File: src/rtl/snake_step_sequencer.sv
// rtl/snake_step_sequencer.sv - button-to-direction latch and per-step segment sweep for snake movement logic
module snake_step_sequencer #(
  parameter int TICK_DIV = 2500000,
  parameter int MAX_LEN  = 32,
  parameter int INIT_LEN = 3,
  parameter int IDX_W    = 20
) (
  input  logic             clock,
  input  logic             reset_n,
  input  logic             btn_up,
  input  logic             btn_down,
  input  logic             btn_left,
  input  logic             btn_right,
  input  logic             grow,
  output logic             Up,
  output logic             Down,
  output logic             Left,
  output logic             Right,
  output logic [IDX_W-1:0] bitNum,
  output logic             seg_valid,
  output logic             frame_done,
  output logic [7:0]       length
);

  localparam int               DIV_W    = (TICK_DIV > 1) ? $clog2(TICK_DIV) : 1;
  localparam logic [DIV_W-1:0] DIV_LAST = DIV_W'(TICK_DIV - 1);
  localparam logic [7:0]       LEN_MAX  = 8'(MAX_LEN);
  localparam logic [7:0]       LEN_INIT = 8'(INIT_LEN);
  localparam logic [IDX_W-1:0] IDX_IDLE = '1;

  typedef enum logic [1:0] {
    ST_WAIT,
    ST_SWEEP,
    ST_DONE
  } state_t;

  // direction vectors are {up, down, left, right}; all zero means no direction
  logic [3:0]       btn_raw;
  logic [3:0]       sync1_q;
  logic [3:0]       sync2_q;
  logic [3:0]       pend_q, pend_d;
  logic [3:0]       dir_q, dir_d;
  logic [3:0]       opp_dir;
  logic             single_press;
  state_t           state_q, state_d;
  logic [DIV_W-1:0] div_q, div_d;
  logic [IDX_W-1:0] bitnum_q, bitnum_d;
  logic [7:0]       len_q, len_d;
  logic             grow_pend_q, grow_pend_d;

  assign btn_raw = {btn_up, btn_down, btn_left, btn_right};

  always_ff @(posedge clock or negedge reset_n) begin
    if (!reset_n) begin
      sync1_q <= 4'b0000;
      sync2_q <= 4'b0000;
    end else begin
      sync1_q <= btn_raw;
      sync2_q <= sync1_q;
    end
  end

  // Reversal is judged against the direction currently driven, not the pending one.
  always_comb begin
    opp_dir      = {dir_q[2], dir_q[3], dir_q[0], dir_q[1]};
    single_press = (sync2_q != 4'b0000) && ((sync2_q & (sync2_q - 4'd1)) == 4'b0000);
    pend_d       = pend_q;
    if (single_press && (sync2_q != opp_dir)) begin
      pend_d = sync2_q;
    end
  end

  always_comb begin
    state_d     = state_q;
    div_d       = div_q;
    bitnum_d    = bitnum_q;
    dir_d       = dir_q;
    len_d       = len_q;
    grow_pend_d = grow_pend_q | grow;
    case (state_q)
      ST_WAIT: begin
        if (div_q == DIV_LAST) begin
          div_d    = '0;
          dir_d    = pend_q;
          bitnum_d = '0;
          state_d  = ST_SWEEP;
        end else begin
          div_d = div_q + 1'b1;
        end
      end
      ST_SWEEP: begin
        if (bitnum_q == IDX_W'(len_q - 8'd1)) begin
          bitnum_d = IDX_IDLE;
          state_d  = ST_DONE;
        end else begin
          bitnum_d = bitnum_q + 1'b1;
        end
      end
      ST_DONE: begin
        state_d = ST_WAIT;
        // a grow arriving now is kept for the next frame rather than merged into this one
        if (grow_pend_q) begin
          if (len_q < LEN_MAX) begin
            len_d = len_q + 8'd1;
          end
          grow_pend_d = grow;
        end
      end
      default: begin
        state_d  = ST_WAIT;
        div_d    = '0;
        bitnum_d = IDX_IDLE;
      end
    endcase
  end

  always_ff @(posedge clock or negedge reset_n) begin
    if (!reset_n) begin
      state_q     <= ST_WAIT;
      div_q       <= '0;
      bitnum_q    <= IDX_IDLE;
      dir_q       <= 4'b0000;
      pend_q      <= 4'b0000;
      len_q       <= LEN_INIT;
      grow_pend_q <= 1'b0;
    end else begin
      state_q     <= state_d;
      div_q       <= div_d;
      bitnum_q    <= bitnum_d;
      dir_q       <= dir_d;
      pend_q      <= pend_d;
      len_q       <= len_d;
      grow_pend_q <= grow_pend_d;
    end
  end

  assign {Up, Down, Left, Right} = dir_q;
  assign bitNum     = bitnum_q;
  assign seg_valid  = (state_q == ST_SWEEP);
  assign frame_done = (state_q == ST_DONE);
  assign length     = len_q;

endmodule
File: config.mk
export PLATFORM = sky130hd
export DESIGN_NAME = snake_step_sequencer
export DESIGN_NICKNAME = d
export VERILOG_FILES = /design/src/rtl/snake_step_sequencer.sv
export SDC_FILE = /design/constraint.sdc
export NUM_CORES = 1
export LEC_CHECK = 0
export ABC_AREA = 1
export CAP_MARGIN = 20
export CORE_MARGIN = 2
export CORE_UTILIZATION = 58
export DETAILED_ROUTE_END_ITERATION = 16
export PLACE_DENSITY_LB_ADDON = 0.2
export RECOVER_POWER = 25
export SLEW_MARGIN = 20
export SYNTH_ARGS = -nofsm -noshare
export SYNTH_HDL_FRONTEND = slang
export SYNTH_SLANG_ARGS = --single-unit
export TNS_END_PERCENT = 50
File: constraint.sdc
create_clock -name clock -period 2.2 [get_ports clock]
set_input_delay 0.44 -clock clock [delete_from_list [all_inputs] [get_ports clock]]
set_output_delay 0.44 -clock clock [all_outputs]
set_load 0.005 [all_outputs]
* Word level (Yosys, flattened, before mapping) *
Cells that the tools add are included.

operators by class
  add/subtract/negate cells = 5
  multiply operators = 0
  div/mod/pow operators = 0
  magnitude comparators = 1
  eq/ne operators = 7
  shift-type cells = 0
  muxes and demuxes = 10
  bitwise gates (word level) = 3
  reduce and logical (&&, ||, !) cells = 10

operators by type and width
  kind                                                         count
  one-hot mux 20 bit (3 select lines)                          1
  one-hot mux 22 bit (2 select lines)                          1
  2-to-1 mux 20 bit                                            2
  adder 22 x 1 -> 22 bit (second input constant)               1
  equality test 22 bit (second input constant)                 1
  2-to-1 mux 22 bit                                            1
  adder 20 x 1 -> 20 bit (second input constant)               1
  equality test 20 bit                                         1
  subtractor 8 x 1 -> 9 bit (second input constant)            1
  adder 8 x 1 -> 8 bit (second input constant)                 1
  less-than comparator 8 x 6 -> 1 bit (second input constant)  1
  AND reduction 2 bit                                          3
  AND 4 bit                                                    1
  logical NOT 4 bit                                            1
  2-to-1 mux 2 bit                                             2
  inequality test 4 bit                                        1
  one-hot mux 2 bit (2 select lines)                           1
  nonzero test 4 bit                                           1
  subtractor 4 x 1 -> 4 bit (second input constant)            1
  AND reduction 3 bit                                          1
  equality test 2 x 1 -> 1 bit (second input constant)         1
  equality test 2 bit (second input constant)                  1
  logical AND 1 bit                                            2
  logical NOT 2 bit                                            1
  other kinds (6)                                              7

word-level totals
  register bits after elaboration = 69
  latch bits = 0
  bits in writable memories = 0
  ROM bits = 0
  input bits = 7
  output and inout port bits = 34
  logic and storage cells = 45
  memories kept = 0

* Depth between registers and ports, before layout *
  word-level depth = 5
  mapped depth = 14
  mapped depth without buffers = 14

* Worst setup path before layout *
No wires, ideal clock.

  kind = register to register
  start point = register len_q[0], in the netlist length[0]
  end point = register state_q[1]
  library setup time = 0.118 ns
  data arrival time = 1.700 ns
  slack = 0.382 ns
  stages on the path, launching flop included = 15
  path buffers = 0
  period minus slack after synthesis = 1.818 ns
  path through = dfstp_2 -> inv_2 -> ha_1 -> inv_1 -> nand2_1 -> nand2_1 -> nand2_1 -> nor2_1 -> nand3_1 -> nor2_2 -> nand3_2 -> nand2_1 -> nand2_1 -> nand2_1 -> nand2_1

on the way
  longest elaborated chain between the ends = 4

ends and longest elaborated chain
  what                                      line  RTL
  start: declaration                        48    logic [7:0] len_q, len_d;
  start signal: assignment                  132   len_q <= len_d;
  subtractor 8 x 1 -> 9 bit                 92    if (bitnum_q == IDX_W'(len_q - 8'd1)) begin
  equality test 20 bit                      92
  inequality test 2 x 1 -> 1 bit (no line)  n/a
  AND reduction 2 bit (no line)             n/a
  end signal: assignment                    127   state_q <= state_d;
  end: declaration                          45    state_t state_q, state_d;

No other way between the ends.
A chain may end at the register's enable or synchronous reset.

* Worst setup path after layout *
  start point = register len_q[0], in the netlist length[0]
  end point = register bitnum_q[14], in the netlist bitNum[14]

on the way
  longest elaborated chain between the ends = 4

ends and longest elaborated chain
  what                                 line  RTL
  subtractor 8 x 1 -> 9 bit            92
  equality test 20 bit                 92
  2-to-1 mux 20 bit                    92
  one-hot mux 20 bit (3 select lines)  80    case (state_q)
  end signal: assignment               129   bitnum_q <= bitnum_d;
  end: declaration                     47    logic [IDX_W-1:0] bitnum_q, bitnum_d;

No other way between the ends.

==> impl_metrics.yaml <==
outcome:
  outcome: "finished, violations left"
  violations: "capacitance limit, slew limit"
hold_path:
  whs_path_depth: 0
  hold_start: "sync1_q[1]"
  hold_path_end: "sync2_q[1]"
  hold_path_class: "reg2reg"
setup_path:
  slowest_stage: "dfstp_2"
  worst-setup-path-type: "reg2reg"
  required_ns: 2.50
  worstReg2RegStart: "length[0]"
  critPathMaxStageDelay_ns: 0.59
  worstReg2RegEnd: "bitNum[14]"
  crit_family: "simple AND/OR/NAND/NOR gates"
  crit_buf_inv: 3
  cp_common_cell: "nand2_1"
  reg2reg_depth: 14
  worstSetupStartpointType: "flop"
  rrSetupSlack_ns: 0.11
  arrival_ns: 2.39
  endpoint_kind: "flop"
  crit_fanout: 7
  cp_cell_sequence: "clkinv_4 -> ha_4 -> inv_2 -> nand2_1 -> nand2_1 -> nand2_1 -> nor2_1 -> nand3_1 -> nor2_4 -> nand3_4 -> buf_6 -> nand3b_1 -> nand2_1 -> nand2_1"
finish:
  fin_cells: 716
  drive_above_1_share_pct: 16.2
  n_antenna_cell: 0
  fin_nets: 626
  final.fill_count: 588
  area_growth_pct: 19.6
  final_area_mm2: 0.00506
  regArea_mm2: 0.00175
  multi_input_area_mm2: 0.00215
clock_tree:
  ctsHoldBuffers: 0
  cts-root-buf: "clkbuf_8"
  cts_max_level: 3
  cts_tree: "built"
  clock_latency_ns: 0.35
  numCtsBuffers: 9
  cts.sinks: 69
  clkTransAtPathRegs_ns: 0.08
  clockBufferDepth: 2
logic_synthesis:
  syn_inst: 558
  yosysWarnings: 0
  ys_seq_elements: 69
  synth_nets: 572
  ys_types: 33
  synth.largest_area_cell: "dfrtp_1"
  synth_most_common_cell: "nand2_1"
  synthesis.area_mm2: 0.00423
  async_reset_ff_share_pct: 100
  yosysSeqAreaShare_pct: 41.4
  yosysTopAreaCellShare_pct: 27.8
  synth-edff-count: 0
  synth_common_cells: "nand2_1, inv_1, dfrtp_1"
  synth_ff_type: "dfrtp_1"
  avgSynthCellArea_um2: 7.59
  yosys-top-cells-area: "dfrtp_1, nand2_1, dfstp_2"
routing:
  via_per_inst: 5.23
  route.met2.wl_mm: 4.96
  first_pass_iters: 5
  detail-route-antenna-nets: 0
  wl_per_cell_um: 13.5
  top_layer: "met4"
  vias: 3746
  wl_met3_um: 357
  drt_wl_total_mm: 9.63
  wl_met1_mm: 4.06
  drt_iter0_markers: 221
  route.detailed.drc: 0
global_route:
  grt_pass1_vias: 3674
  antenna_found_initial: 0
  grtUsageTotal_pct: 25.7
  grt-ovfl-total: 0
  grt_pass1_wl_mm: 15.9
  grt_max_degree: 70
timing:
  hold_viol: 0
  period_minus_slack_ns: 2.09
  report.final.slew_viol_count: 70
  relSlewSlack_pct: -10.3
  skew_ns: 0.00777
  fmax_mhz: 478
  fin_crit_sh_pct: 95.0
  worstMarginPinSlew_ns: 1.66
  setup_viol: 0
flow_run:
  drv_cap: 1
floorplan:
  die_y_um: 89.4
  fp.dieW_um: 89.4
  rows: 31
  core_mm2: 0.00718
  num_io_pins: 41
  dieArea_mm2: 0.00800
  initial_core_util_pct: 59.0
power:
  p_leak_nw: 2.26
  p_per_area_mw_per_mm2: 508
  ir_drop_mv: 0.375
placed_design:
  place.gp.congestion: 0.899
  io_buffers: 40
  place_area_mm2: 0.00474
  dp_cells: 693
  hpwl_mm: 6.65
-- worst register-to-register path: stages, from the launching register on --
cell	delay, ns
dfstp_2	0.59
clkinv_4	0.09
ha_4	0.22
inv_2	0.06
nand2_1	0.05
nand2_1	0.06
nand2_1	0.05
nor2_1	0.10
nand3_1	0.14
nor2_4	0.17
nand3_4	0.13
buf_6	0.18
nand3b_1	0.08
nand2_1	0.05
nand2_1	0.06
-- per-stage QoR --
step                      setup slack, ns  power [W]  TNS, ns  hold WS [ns]  util, %
final                               0.110    0.00257        0         0.352     70.5
after global routing              -0.0481    0.00266   -0.205         0.362     70.5
after CTS                         0.00167    0.00260        0         0.106     69.2
after detailed placement           0.0444    0.00139        0         0.335     66.1
after global placement              0.130    0.00139        0         0.333     66.1
after floorplan                     0.382    0.00134        0         0.144        -
-- power breakdown --
part	total, W	switching, W	internal, W
clock	0.00121	0.000554	0.000656
combinational	0.0000584	0.0000390	0.0000194
sequential	0.00130	0.0000104	0.00129
-- logic make-up after synthesis --
| family | count (synthesis) | synth area share (%) |
|---|---|---|
| AOI/OAI and AO/OA | 34 | 4.32 |
| xor gates and xnor gates | 35 | 7.24 |
| adders and majority gates | 7 | 2.07 |
| buffers and inverters | 86 | 8.66 |
| DFF | 69 | 41.4 |
| and+or+nand+nor | 327 | 36.3 |
-- sequential cells by signal, indices dropped and copies added (netlist names) --
| signal | flops |
|---|---|
| state_q | 2 |
| sync1_q | 4 |
| length | 8 |
| sync2_q | 4 |
| div_q | 22 |
| dir_q | 4 |
| grow_pend_q | 1 |
| pend_q | 4 |
| bitNum | 20 |
-- how the worst max path moves through the flow --
| stage | from | end | slack [ns] | depth (start not counted) |
|---|---|---|---|---|
| after floorplan | length[0] | state_q[1] | 0.38 | 14 |
| final | length[0] | bitNum[14] | 0.11 | 14 |
| after detailed placement | length[0] | state_q[0] | 0.04 | 14 |
| after global placement | length[0] | bitNum[12] | 0.13 | 14 |
| after global routing | length[0] | bitNum[14] | -0.05 | 14 |
| after CTS | length[0] | bitNum[19] | 0.002 | 14 |
-- repair_timing --
| item | CTS | global route |
|---|---|---|
| setup buffers | 0 | 6 |
| resized for setup | 0 | 13 |
| setup endpoints to repair | 0 | 22 |
| endpoints found under the hold margin | 0 | 0 |
-- per-layer routing --
metal  up-vias  track usage (%)
met5         -                0
met4         0             13.4
met3        21             4.16
met2        88             44.9
met1      1764             30.1
li1       1873                -
-- final cells by class --
type | instances | area share, %
Tap cell | 99 | 2.45
Inverter | 73 | 5.51
Clock buffer | 9 | 2.45
Clock inverter | 7 | 2.08
Timing Repair Buffer | 55 | 10.3
Sequential cell | 69 | 34.7
Multi-Input combinational cell | 404 | 42.6
-- cells in the final DEF, fill, tap and decap left out, types with 6 or more instances in the layout --
cell type	count
nand2_1	176
inv_1	67
dfrtp_1	47
nor2_1	44
clkdlybuf4s50_1	39
nand3_1	31
xor2_1	23
dfstp_2	22
o21ai_0	19
nand3_2	15
nor3_1	14
nand4_1	14
xnor2_1	12
buf_4	10
a21oi_1	9
clkbuf_8	9
nor2_2	8
nand3b_1	7
ha_1	6
Power figures use the tool's default switching activity.
